## src/rtl/aes_bus_pkg.sv

```systemverilog
// Shared types and constants for the AES register datapath (bus write side and read muxes).
package aes_bus_pkg;

    localparam int AES_DATA_W = 128;
    localparam int AES_R3_W   = 64;
    localparam int AES_HOST_W = 32;

    // Register select coding, common to busC writes and bus-A/B read muxes
    typedef enum logic [1:0] {SEL_R0, SEL_R1, SEL_R2, SEL_R3} reg_sel_t;

    // Host load sequencer states
    typedef enum logic {LD_IDLE, LD_LOAD} load_state_t;

    // Number of host words needed to fill a given register
    function automatic int words_for(reg_sel_t sel, int data_w, int r3_w, int host_w);
        return (sel == SEL_R3) ? (r3_w / host_w) : (data_w / host_w);
    endfunction

endpackage

```

## src/rtl/host_load_fsm.sv

```systemverilog
// Host load sequencer: tracks target register, word index and completion pulse.
// Emits a word-write strobe; the register file itself lives in the top level.
module host_load_fsm
    import aes_bus_pkg::*;
#(
    parameter int DATA_W = AES_DATA_W,
    parameter int R3_W   = AES_R3_W,
    parameter int HOST_W = AES_HOST_W,
    parameter int CNT_W  = ((DATA_W / HOST_W) > 1) ? $clog2(DATA_W / HOST_W) : 1
) (
    input  logic             clk,
    input  logic             rst,
    input  logic             host_start,
    input  reg_sel_t         host_sel,
    input  logic             host_valid,
    input  logic             we_busc,
    output logic             host_ready,
    output logic             load_busy,
    output logic             load_done,
    output logic             word_we,
    output reg_sel_t         tgt,
    output logic [CNT_W-1:0] word_idx
);

    load_state_t      state_q, state_d;
    reg_sel_t         tgt_q, tgt_d;
    logic [CNT_W-1:0] cnt_q, cnt_d;
    logic             done_q, done_d;
    logic             accept;
    logic             last_word;

    // Next-state logic; a datapath write always stalls the host word
    always_comb begin
        state_d   = state_q;
        tgt_d     = tgt_q;
        cnt_d     = cnt_q;
        done_d    = 1'b0;
        accept    = (state_q == LD_LOAD) && host_valid && !we_busc;
        last_word = (cnt_q == CNT_W'(words_for(tgt_q, DATA_W, R3_W, HOST_W) - 1));
        case (state_q)
            LD_IDLE: begin
                if (host_start) begin
                    tgt_d   = host_sel;
                    cnt_d   = '0;
                    state_d = LD_LOAD;
                end
            end
            LD_LOAD: begin
                if (accept) begin
                    if (last_word) begin
                        state_d = LD_IDLE;
                        done_d  = 1'b1;
                    end else begin
                        cnt_d = cnt_q + CNT_W'(1);
                    end
                end
            end
            default: state_d = LD_IDLE;
        endcase
    end

    // Sequencer state; reset abandons any partial load without a done pulse
    always_ff @(posedge clk or posedge rst) begin
        if (rst) begin
            state_q <= LD_IDLE;
            tgt_q   <= SEL_R0;
            cnt_q   <= '0;
            done_q  <= 1'b0;
        end else begin
            state_q <= state_d;
            tgt_q   <= tgt_d;
            cnt_q   <= cnt_d;
            done_q  <= done_d;
        end
    end

    assign host_ready = (state_q == LD_LOAD) && !we_busc;
    assign load_busy  = (state_q == LD_LOAD);
    assign load_done  = done_q;
    assign word_we    = accept;
    assign tgt        = tgt_q;
    assign word_idx   = cnt_q;

endmodule

```

## src/rtl/demux_busc.sv

```systemverilog
// Write side of the AES register datapath: busC captures and host word loads into r0..r3.
module demux_busc
    import aes_bus_pkg::*;
#(
    parameter int DATA_W = AES_DATA_W,
    parameter int R3_W   = AES_R3_W,
    parameter int HOST_W = AES_HOST_W
) (
    input  logic              clk,
    input  logic              rst,
    input  logic [DATA_W-1:0] busC,
    input  logic [1:0]        SEL_busC,
    input  logic              WE_busC,
    input  logic              host_start,
    input  logic [1:0]        host_sel,
    input  logic [HOST_W-1:0] host_data,
    input  logic              host_valid,
    output logic              host_ready,
    output logic              load_busy,
    output logic              load_done,
    output logic [DATA_W-1:0] r0,
    output logic [DATA_W-1:0] r1,
    output logic [DATA_W-1:0] r2,
    output logic [R3_W-1:0]   r3
);

    localparam int CNT_W = ((DATA_W / HOST_W) > 1) ? $clog2(DATA_W / HOST_W) : 1;

    logic [DATA_W-1:0] r0_q, r0_d, r1_q, r1_d, r2_q, r2_d;
    logic [R3_W-1:0]   r3_q, r3_d;
    logic              word_we;
    reg_sel_t          tgt;
    logic [CNT_W-1:0]  word_idx;
    int                idx;

    host_load_fsm #(
        .DATA_W (DATA_W),
        .R3_W   (R3_W),
        .HOST_W (HOST_W),
        .CNT_W  (CNT_W)
    ) u_fsm (
        .clk        (clk),
        .rst        (rst),
        .host_start (host_start),
        .host_sel   (reg_sel_t'(host_sel)),
        .host_valid (host_valid),
        .we_busc    (WE_busC),
        .host_ready (host_ready),
        .load_busy  (load_busy),
        .load_done  (load_done),
        .word_we    (word_we),
        .tgt        (tgt),
        .word_idx   (word_idx)
    );

    // Register writes: busC has priority; a host word fills its slice MSB-first
    always_comb begin
        r0_d = r0_q;
        r1_d = r1_q;
        r2_d = r2_q;
        r3_d = r3_q;
        idx  = int'(word_idx);
        if (WE_busC) begin
            case (reg_sel_t'(SEL_busC))
                SEL_R0:  r0_d = busC;
                SEL_R1:  r1_d = busC;
                SEL_R2:  r2_d = busC;
                default: r3_d = busC[R3_W-1:0];
            endcase
        end else if (word_we) begin
            case (tgt)
                SEL_R0:  r0_d[DATA_W-1-idx*HOST_W -: HOST_W] = host_data;
                SEL_R1:  r1_d[DATA_W-1-idx*HOST_W -: HOST_W] = host_data;
                SEL_R2:  r2_d[DATA_W-1-idx*HOST_W -: HOST_W] = host_data;
                default: r3_d[R3_W-1-idx*HOST_W -: HOST_W]   = host_data;
            endcase
        end
    end

    // Register file; cleared asynchronously
    always_ff @(posedge clk or posedge rst) begin
        if (rst) begin
            r0_q <= '0;
            r1_q <= '0;
            r2_q <= '0;
            r3_q <= '0;
        end else begin
            r0_q <= r0_d;
            r1_q <= r1_d;
            r2_q <= r2_d;
            r3_q <= r3_d;
        end
    end

    assign r0 = r0_q;
    assign r1 = r1_q;
    assign r2 = r2_q;
    assign r3 = r3_q;

endmodule

```

## config.mk

```make
export PLATFORM = sky130hd
export DESIGN_NAME = demux_busc
export DESIGN_NICKNAME = d
export VERILOG_FILES = /design/src/rtl/aes_bus_pkg.sv /design/src/rtl/host_load_fsm.sv /design/src/rtl/demux_busc.sv
export SDC_FILE = /design/constraint.sdc
export NUM_CORES = 1
export LEC_CHECK = 0
export BUFFER_PORTS_ARGS = -buffer_cell sky130_fd_sc_hd__buf_2
export CAP_MARGIN = 20
export CELL_PAD_IN_SITES_DETAIL_PLACEMENT = 1
export CELL_PAD_IN_SITES_GLOBAL_PLACEMENT = 2
export CORE_ASPECT_RATIO = 1.2
export CORE_MARGIN = 1.5
export CORE_UTILIZATION = 31
export CTS_BUF_LIST = sky130_fd_sc_hd__clkbuf_4
export CTS_CLUSTER_SIZE = 14
export DETAILED_ROUTE_END_ITERATION = 6
export PLACE_DENSITY = 0.8
export RECOVER_POWER = 25
export SYNTH_ARGS = -nofsm -noshare
export SYNTH_HDL_FRONTEND = slang
export SYNTH_SLANG_ARGS = --single-unit
```

## constraint.sdc

```tcl
create_clock -name clk -period 17.35 [get_ports clk]
set_input_delay 1.735 -clock clk [delete_from_list [all_inputs] [get_ports clk]]
set_output_delay 1.735 -clock clk [all_outputs]
set_load 0.005 [all_outputs]
```

==> impl_metrics.py, run 1 <==
metrics = {
    "synth": {
        "ys_warn_count": 0,
        "syn-cell-area_um2": 17900,
        "syn-instance-count": 1736,
        "synth.distinct_cells": 37,
        "synth-seq-cells": 454,
        "syn-num-nets": 1909,
        "synth_edf_count": 0,
        "dominantRegCellSynth": "dfrtp_1",
        "synthArstFlopShare_pct": 100,
        "synth_top_cell_by_area": "dfrtp_1",
        "yosysSeqAreaShare_pct": 63.4,
        "synth_area_per_cell_um2": 10.3,
        "yosysTopAreaCellShare_pct": 63.4,
        "synth.top_cells.by_area": "dfrtp_1 (63%), a21oi_1 (13%), nor2_1 (9.5%), a22oi_1 (8.0%), buf_2 (2.3%)",
    },
    "run_status": {
        "violations": "max-capacitance violations, max-slew violations",
        "status": "complete, but fails checks",
    },
    "cts": {
        "cts-root-buf": "clkbuf_4",
        "cts_tree": "yes",
        "cts_sinks": 454,
        "cts_hold_buf": 0,
        "numCtsBuffers": 118,
        "cts_buffer_depth": 3,
        "post_cts_buffers": 0,
        "insertion_delay_ps": 880,
        "cts.htree.levels": 3,
        "ctsResizeCount": 0,
        "clk_pin_slew_ps": 70,
    },
    "timing": {
        "finClkSkew_ps": 29.7,
        "fmax_mhz": 115,
        "slew_headroom_pct": -279,
        "hold_viol": 0,
        "slew_viol_final": 987,
        "period_share_pct": 50.0,
        "setup_violations": 0,
        "timing.setup.tns_ps": 0,
        "rsz0062_at_grt": "false",
        "worstMarginPinSlew_ps": 5650,
        "fin_crit_ps": 8680,
    },
    "power_and_ir_drop": {
        "p_comb_share_pct": 31.9,
        "switchingPower_mw": 1.43,
        "seqPwrFrac_pct": 43.4,
        "power_frac_clock_pct": 24.7,
        "peakVddDrop_mv": 0.0729,
        "p_leak_nw": 10.6,
        "powerDensity_nw_per_um2": 171,
        "internal_power_mw": 2.51,
        "power_switching_share_pct": 36.2,
    },
    "drt": {
        "drc": 0,
        "drt_first_pass_iters": 7,
        "drt_wl_total_um": 77200,
        "ant_nets": 0,
        "drt-initial-drc-count": 957,
        "viasPerCell": 5.20,
        "vias": 16600,
        "wl_per_cell_um": 24.1,
    },
    "layout": {
        "final_cell_mix": "buf_2 (616), dfrtp_1 (454), nor2_1 (452)",
        "mostFrequentLayoutCell": "buf_2",
        "num-nets-final": 2539,
        "syn2layout_area_growth_pct": 28.6,
        "drive_gt1_share_pct": 34.8,
        "finish.instance_area_um2": 23000,
    },
    "global_route": {
        "use_met3_pct": 7.09,
        "grtUsageMet2_pct": 46.0,
        "grtUsageMet1_pct": 27.9,
        "grt_pass1_vias": 17600,
        "overflow": 0,
        "antenna_found_initial": 21,
        "grt_max_degree": 123,
        "grt.busiest_layer": "met2",
        "track_usage_pct": 25.5,
        "grt_pass1_wl_um": 113000,
    },
    "floorplanning": {
        "dieArea_um2": 59200,
        "initial_core_util_pct": 31.3,
        "ios": 620,
        "num_rows": 96,
        "dieWidth_um": 222,
        "die_h_um": 266,
        "core_area_um2": 57200,
    },
    "critical_path": {
        "worst-path-max-fanout": 122,
        "crit_path_start_kind": "input pin",
        "worstReg2RegEnd": "r0[17]",
        "r2r_start": "u_fsm.word_idx[0]",
        "startpoint": "rst",
        "r2r_cells": 5,
        "regToRegSetupSlack_ps": 13020,
        "required_ps": 18180,
        "worst_ep_arrival_time_ps": 9510,
        "endpoint_kind": "async pin",
        "critical_path_class": "input pin to async pin",
    },
    "hold_path": {
        "hold_path_depth": 2,
        "hold_path_class": "flop to flop",
        "worstHoldStart": "r0[85]",
        "holdPathEnd": "r0[85]",
    },
    "flow_run": {
        "max_cap_violations": 14,
    },
    "place": {
        "dp_hpwl_um": 54800,
        "gp_congestion": 0.836,
        "placed_cell_area_um2": 21500,
        "port_buffers": 619,
    },
}
-- power by group through the flow --
stage / Sequential [mW] / Combinational [mW] / Clock [mW]
floorplan: 1.73 / 0.522 / 0
global placement: 1.71 / 1.22 / 0
detailed placement: 1.72 / 1.26 / 0
CTS: 1.71 / 1.27 / 1.01
global route: 1.76 / 1.38 / 1.06
finish: 1.71 / 1.26 / 0.974
-- synth_stat cells (all sizes together), types with 2 or more instances --
cell type,number
o21ai,6
ha,4
nand4,2
nor4,2
a31o,7
clkbuf,31
nand2,3
nor3,2
nand4b,2
a21oi,448
buf,105
a22oi,192
inv,5
o31ai,2
o41ai,2
dfrtp,454
mux2,2
and3b,3
nor2,452
nor2b,2
-- critical path: stages --
cell        delay [ps]
clkbuf_1           100
clkinvlp_2        3120
clkbuf_1          2510
buf_4              980
buf_4              880
-- how the worst max path moves through the flow --
stage | end | slack (ps) | depth (start not counted)
2_1_floorplan | r0[0] | 2960 | 1
3_3_place_gp | r0[70] | 12180 | 5
3_5_place_dp | r2[70] | 12080 | 5
4_1_cts | r0[73] | 13030 | 5
5_1_grt | r2[73] | 7470 | 5
6_report | r2[72] | 8670 | 5
-- flip-flops by register name (all words and copies together), names as in the netlist --
name             flops
r0                 128
r1                 128
r2                 128
r3                  64
u_fsm.load_busy      1
u_fsm.load_done      1
u_fsm.tgt            2
u_fsm.word_idx       2
-- area by class of cell --
type / count / area [um^2]
flip-flops and latches: 454 / 11400
clock inverters: 12 / 98.8
fillers: 6783 / 34100
diodes: 14 / 35.0
clock buffers: 193 / 1450
inverters: 5 / 20.0
well taps: 735 / 920
repair buffers: 646 / 3250
multi-input cells: 1141 / 5900
-- metal layers --
metal / vias to the layer above / share of wire [%]
li1: 7417 / -
met1: 8458 / 37
met2: 589 / 53
met3: 148 / 6.5
met4: 12 / 3.6
met5: - / 0.092
-- metrics by stage --
stage               instances  power [mW]  hold WS, ps  util (%)  setup WS (ps)
finish                   3200        3.94          520      40.3           8670
global route             3200        4.20          537      40.3           7470
CTS                      3186        3.99          525      40.4          13030
detailed placement       2981        2.99          509      37.7          12080
global placement         2981        2.93          503      37.7          12180
floorplan                1736        2.25          517         -           2960
-- cell families (layout without fill, tap and decap cells) --
group	after synthesis	in the layout	synth area share [%]
other	0	14	0
muxes	2	2	0.126
AOI/OAI and AO/OA	660	660	21.8
adders and majority gates	4	4	0.279
DFF	454	454	63.4
buffers and inverters	141	856	3.81
and+or+nand+nor	475	475	10.6
Power figures use the tool's default switching activity.
==> run 2: changes to the inputs <==
==> constraint.sdc (replaced) <==
create_clock -name clk -period 9.1 [get_ports clk]
set_input_delay 0.91 -clock clk [delete_from_list [all_inputs] [get_ports clk]]
set_output_delay 0.91 -clock clk [all_outputs]
set_load 0.005 [all_outputs]
==> impl_metrics.py, run 2 (synthesis results as in run 1) <==
metrics = {
    "run_status": {
        "status": "complete, but fails checks",
        "violations": "max-capacitance violations, max-slew violations",
    },
    "flow_run": {
        "max_cap_violations": 6,
    },
    "layout": {
        "final_cells": 3206,
        "num-nets-final": 2541,
        "mostFrequentLayoutCell": "buf_2",
        "syn2layout_area_growth_pct": 28.9,
        "final_cell_mix": "buf_2 (618), dfrtp_1 (454), nor2_1 (452)",
        "finish.instance_area_um2": 23100,
        "drive_gt1_share_pct": 35.0,
    },
    "cts": {
        "clk_pin_slew_ps": 60,
        "insertion_delay_ps": 890,
        "cts_buffer_depth": 3,
        "cts_hold_buf": 0,
        "numCtsBuffers": 119,
        "cts-root-buf": "clkbuf_4",
        "cts_tree": "yes",
        "cts.htree.levels": 3,
        "post_cts_buffers": 0,
        "ctsResizeCount": 0,
        "cts_sinks": 454,
    },
    "power_and_ir_drop": {
        "p_comb_share_pct": 31.7,
        "switchingPower_mw": 2.74,
        "power_switching_share_pct": 36.6,
        "seqPwrFrac_pct": 43.6,
        "powerDensity_nw_per_um2": 325,
        "p_leak_nw": 10.6,
        "power_frac_clock_pct": 24.7,
        "internal_power_mw": 4.75,
        "peakVddDrop_mv": 0.148,
    },
    "place": {
        "gp_congestion": 0.839,
        "placed_cell_area_um2": 21600,
        "dpl.cell_count": 2982,
        "dp_hpwl_um": 54900,
        "port_buffers": 619,
    },
    "critical_path": {
        "critical_path_class": "input pin to flop",
        "worstPathCellList": "clkbuf_1 > clkbuf_1 > nor3_4 > buf_4 > a22oi_1 > a21oi_1",
        "required_ps": 9790,
        "crit_buf_inv": 3,
        "worst-path-max-fanout": 53,
        "endpoint_kind": "flop",
        "crit_path_start_kind": "input pin",
        "cp_slowest_cell": "clkbuf_1",
        "critPathTopFamily": "buffers and inverters",
        "worst_ep_arrival_time_ps": 6540,
        "timing.critical_path.mode_cell": "clkbuf_1",
        "cp_slowest_stage_delay_ps": 2290,
    },
    "timing": {
        "hold_viol": 0,
        "fmax_mhz": 171,
        "worstMarginPinSlew_ps": 4070,
        "slew_headroom_pct": -171,
        "timing.setup.tns_ps": 0,
        "fin_crit_ps": 5850,
        "setup_violations": 0,
        "finClkSkew_ps": 51.7,
        "rsz0062_at_grt": "false",
        "period_share_pct": 64.2,
        "slew_viol_final": 426,
    },
    "drt": {
        "drc": 0,
        "wl_per_cell_um": 24.2,
        "drt_wl_total_um": 77500,
        "drt-initial-drc-count": 884,
        "viasPerCell": 5.21,
        "drt_first_pass_iters": 5,
        "ant_nets": 0,
        "vias": 16700,
    },
    "floorplanning": {
        "dieWidth_um": 222,
        "dieArea_um2": 59200,
        "num_rows": 96,
        "ios": 620,
        "die_h_um": 266,
        "initial_core_util_pct": 31.3,
        "core_area_um2": 57200,
    },
    "global_route": {
        "grtUsageMet1_pct": 28.5,
        "grt_pass1_vias": 17500,
        "overflow": 0,
        "grt_max_degree": 155,
        "antenna_found_initial": 16,
        "grt_pass1_wl_um": 113000,
        "use_met3_pct": 6.77,
        "grt.busiest_layer": "met2",
        "track_usage_pct": 25.5,
        "grtUsageMet2_pct": 44.9,
    },
    "hold_path": {
        "hold_path_class": "input pin to flop",
    },
}
[run 2: cell types whose count changed in the layout (fill, tap and decap cells not counted), moves of 2 or more]
cell and change:
clkbuf_1 -11, buf_4 +8, clkinv_2 +2, clkinv_1 +12
buf_2 +2, clkinvlp_4 +2, diode_2 -2, clkbuf_4 -8
[run 2: final timing paths]
kind	startpoint	endpoint	slack [ps]	cells past startpoint
max in group asynchronous	rst	r2[95]	4020	3
worst min register to register	r2[106]	r2[106]	520	2
worst min-delay path	host_sel[0]	u_fsm.tgt[0]	300	2
worst max-delay path	WE_busC	r1[9]	3250	6
worst max register to register	u_fsm.word_idx[1]	r1[80]	6070	7
min in group asynchronous	rst	r1[53]	410	2
[run 2: routing by layer]
metal | vias to the layer above | part of all wire [%]
met1 | 8445 | 37
li1 | 7425 | -
met2 | 654 | 52
met4 | 10 | 4.5
met5 | - | 0.079
met3 | 180 | 6.5
[run 2: through the flow]
stage                     utilization (%)  hold slack [ps]  power (mW)  setup WS, ps
after floorplan                         -              517        4.29          2050
after global placement               37.7              503        5.59          5680
after detailed placement             37.7              512        5.70          5530
after CTS                            40.4             99.3        7.60          6080
after global routing                 40.4              209        7.98          3100
final                                40.4              303        7.50          3250
[run 2: layout make-up]
cell class                 count  area [um^2]
antenna                       12         30.0
clock buffer                 185         1390
clock inverter                27          165
fill                        6763        34100
inverter                       5         20.0
multi-input combinational   1141         5900
sequential                   454        11400
tap                          735          920
timing repair buffer         647         3310
[run 2: worst register-to-register path, delay by kind of cell, from the launching register on]
family          cells  cell delay [ps]
fa+ha+maj           1              280
flops               1              510
compound gates      2              810
buf+inv             3             1150
simple gates        1              210
[run 2: power groups by stage]
stage / combinational, mW / clock, mW / sequential (mW)
2_1_floorplan: 0.996 / 0 / 3.29
3_3_place_gp: 2.33 / 0 / 3.27
3_5_place_dp: 2.41 / 0 / 3.29
4_1_cts: 2.41 / 1.91 / 3.27
5_1_grt: 2.61 / 2.02 / 3.36
6_report: 2.38 / 1.85 / 3.27
==> run 3: changes to the inputs <==
==> constraint.sdc (replaced) <==
create_clock -name clk -period 6.1 [get_ports clk]
set_input_delay 0.61 -clock clk [delete_from_list [all_inputs] [get_ports clk]]
set_output_delay 0.61 -clock clk [all_outputs]
set_load 0.005 [all_outputs]
==> impl_metrics.py, run 3 (synthesis results as in run 1) <==
metrics = {
    "run_status": {
        "status": "complete, but fails checks",
        "violations": "max-capacitance violations, max-slew violations",
    },
    "cts": {
        "cts-root-buf": "clkbuf_4",
        "numCtsBuffers": 120,
        "cts_sinks": 454,
        "cts_tree": "yes",
        "clk_pin_slew_ps": 70,
        "cts.htree.levels": 3,
        "cts_buffer_depth": 3,
        "insertion_delay_ps": 920,
        "ctsResizeCount": 0,
    },
    "timing": {
        "worstMarginPinSlew_ps": 1940,
        "finClkSkew_ps": 63.1,
        "fmax_mhz": 349,
        "fin_crit_ps": 2860,
        "timing.setup.tns_ps": 0,
        "rsz0062_at_grt": "false",
        "hold_viol": 0,
        "slew_headroom_pct": -29.8,
        "period_share_pct": 46.9,
        "fin_ws_ps": 3240,
        "setup_violations": 0,
        "slew_viol_final": 37,
    },
    "power_and_ir_drop": {
        "internal_power_mw": 6.94,
        "power_frac_clock_pct": 23.4,
        "p_comb_share_pct": 32.9,
        "p_leak_nw": 10.9,
        "seqPwrFrac_pct": 43.7,
        "switchingPower_mw": 4.15,
        "powerDensity_nw_per_um2": 463,
        "peakVddDrop_mv": 0.204,
        "power_switching_share_pct": 37.4,
    },
    "global_route": {
        "grt_pass1_wl_um": 117000,
        "grt_pass1_vias": 18400,
        "grt_max_degree": 166,
        "overflow": 0,
        "antenna_found_initial": 7,
        "track_usage_pct": 26.3,
    },
    "drt": {
        "drt-initial-drc-count": 952,
        "wl_per_cell_um": 24.1,
        "drt_wl_total_um": 79300,
        "ant_nets": 0,
        "drc": 0,
        "drt_first_pass_iters": 5,
        "viasPerCell": 5.21,
        "vias": 17100,
    },
    "floorplanning": {
        "initial_core_util_pct": 31.3,
        "core_area_um2": 57200,
        "die_h_um": 266,
        "num_rows": 96,
        "dieWidth_um": 222,
        "dieArea_um2": 59200,
        "ios": 620,
    },
    "hold_path": {
        "hold_path_class": "input pin to flop",
    },
    "critical_path": {
        "worst_ep_arrival_time_ps": 2250,
        "critical_path_class": "input pin to output port",
        "crit_path_start_kind": "input pin",
        "endpoint_kind": "output port",
        "required_ps": 5490,
        "worst-path-max-fanout": 73,
    },
    "layout": {
        "drive_gt1_share_pct": 33.3,
        "mostFrequentLayoutCell": "buf_2",
        "num-nets-final": 2638,
        "syn2layout_area_growth_pct": 33.8,
        "finish.instance_area_um2": 24000,
        "final_cell_mix": "buf_2 (618), dfrtp_1 (454), nor2_1 (452)",
    },
    "place": {
        "place_ws_ps": 2620,
        "dp_hpwl_um": 55000,
        "gp_congestion": 0.846,
        "port_buffers": 619,
        "placed_cell_area_um2": 21500,
    },
    "flow_run": {
        "max_cap_violations": 1,
    },
}
## run 3: cell types whose count changed in the layout (fill, tap and decap cells not counted), moves of 4 or more
cell / change
clkbuf_1: -4
diode_2: -7
clkinv_2: +4
dlygate4sd3_1: +98
clkinv_1: +8
clkbuf_4: -17
## run 3: path summary, 6_finish.rpt
kind	start	endpoint	slack, ps	depth (start not counted)
worst max-delay path	WE_busC	host_ready	3240	4
max in group asynchronous	rst	r1[100]	3680	4
min in group asynchronous	rst	r0[52]	730	3
worst max register to register	u_fsm.word_idx[1]	r1[78]	3570	7
worst min register to register	r3[63]	r3[63]	520	2
worst min-delay path	busC[23]	r3[23]	110	3
## run 3: per-layer routing
metal	share of wire, %	global-route usage, %
met1	37	28.9
met2	51	46.4
met3	6.1	6.51
met4	5.2	14.5
met5	0.015	0
## run 3: critical path, stage by stage
cell and delay, ps:
clkbuf_8 430, buf_4 690, nor2b_1 100, buf_2 160
## run 3: power groups by stage
| stage | Clock (mW) | Sequential (mW) | Combinational (mW) |
|---|---|---|---|
| floorplan | 0 | 4.91 | 1.49 |
| global placement | 0 | 4.84 | 3.49 |
| detailed placement | 0 | 4.89 | 3.60 |
| CTS | 2.69 | 4.85 | 3.67 |
| global route | 2.83 | 4.99 | 3.98 |
| finish | 2.60 | 4.85 | 3.64 |
## run 3: cell type report
cell class	instances	area [um^2]
Inverter	5	20.0
Sequential cell	454	11400
Fill cell	6701	33200
Clock inverter	39	174
Multi-Input combinational cell	1141	5920
Tap cell	735	920
Antenna cell	5	12.5
Clock buffer	168	1260
Timing Repair Buffer	743	4310
## run 3: what timing repair did
item                      4_1_cts  5_1_grt
hold endpoints to repair      197        0
buffers inserted                0        0
hold buffers                   98        0
## run 3: stage by stage
| step | instances | hold slack (ps) | utilization, % | power [mW] |
|---|---|---|---|---|
| after floorplan | 1736 | 517 | - | 6.39 |
| after global placement | 2980 | 503 | 37.7 | 8.33 |
| after detailed placement | 2980 | 511 | 37.7 | 8.49 |
| after CTS | 3285 | 0.813 | 41.9 | 11.2 |
| after global routing | 3290 | 61.2 | 41.9 | 11.8 |
| final | 3290 | 108 | 41.9 | 11.1 |
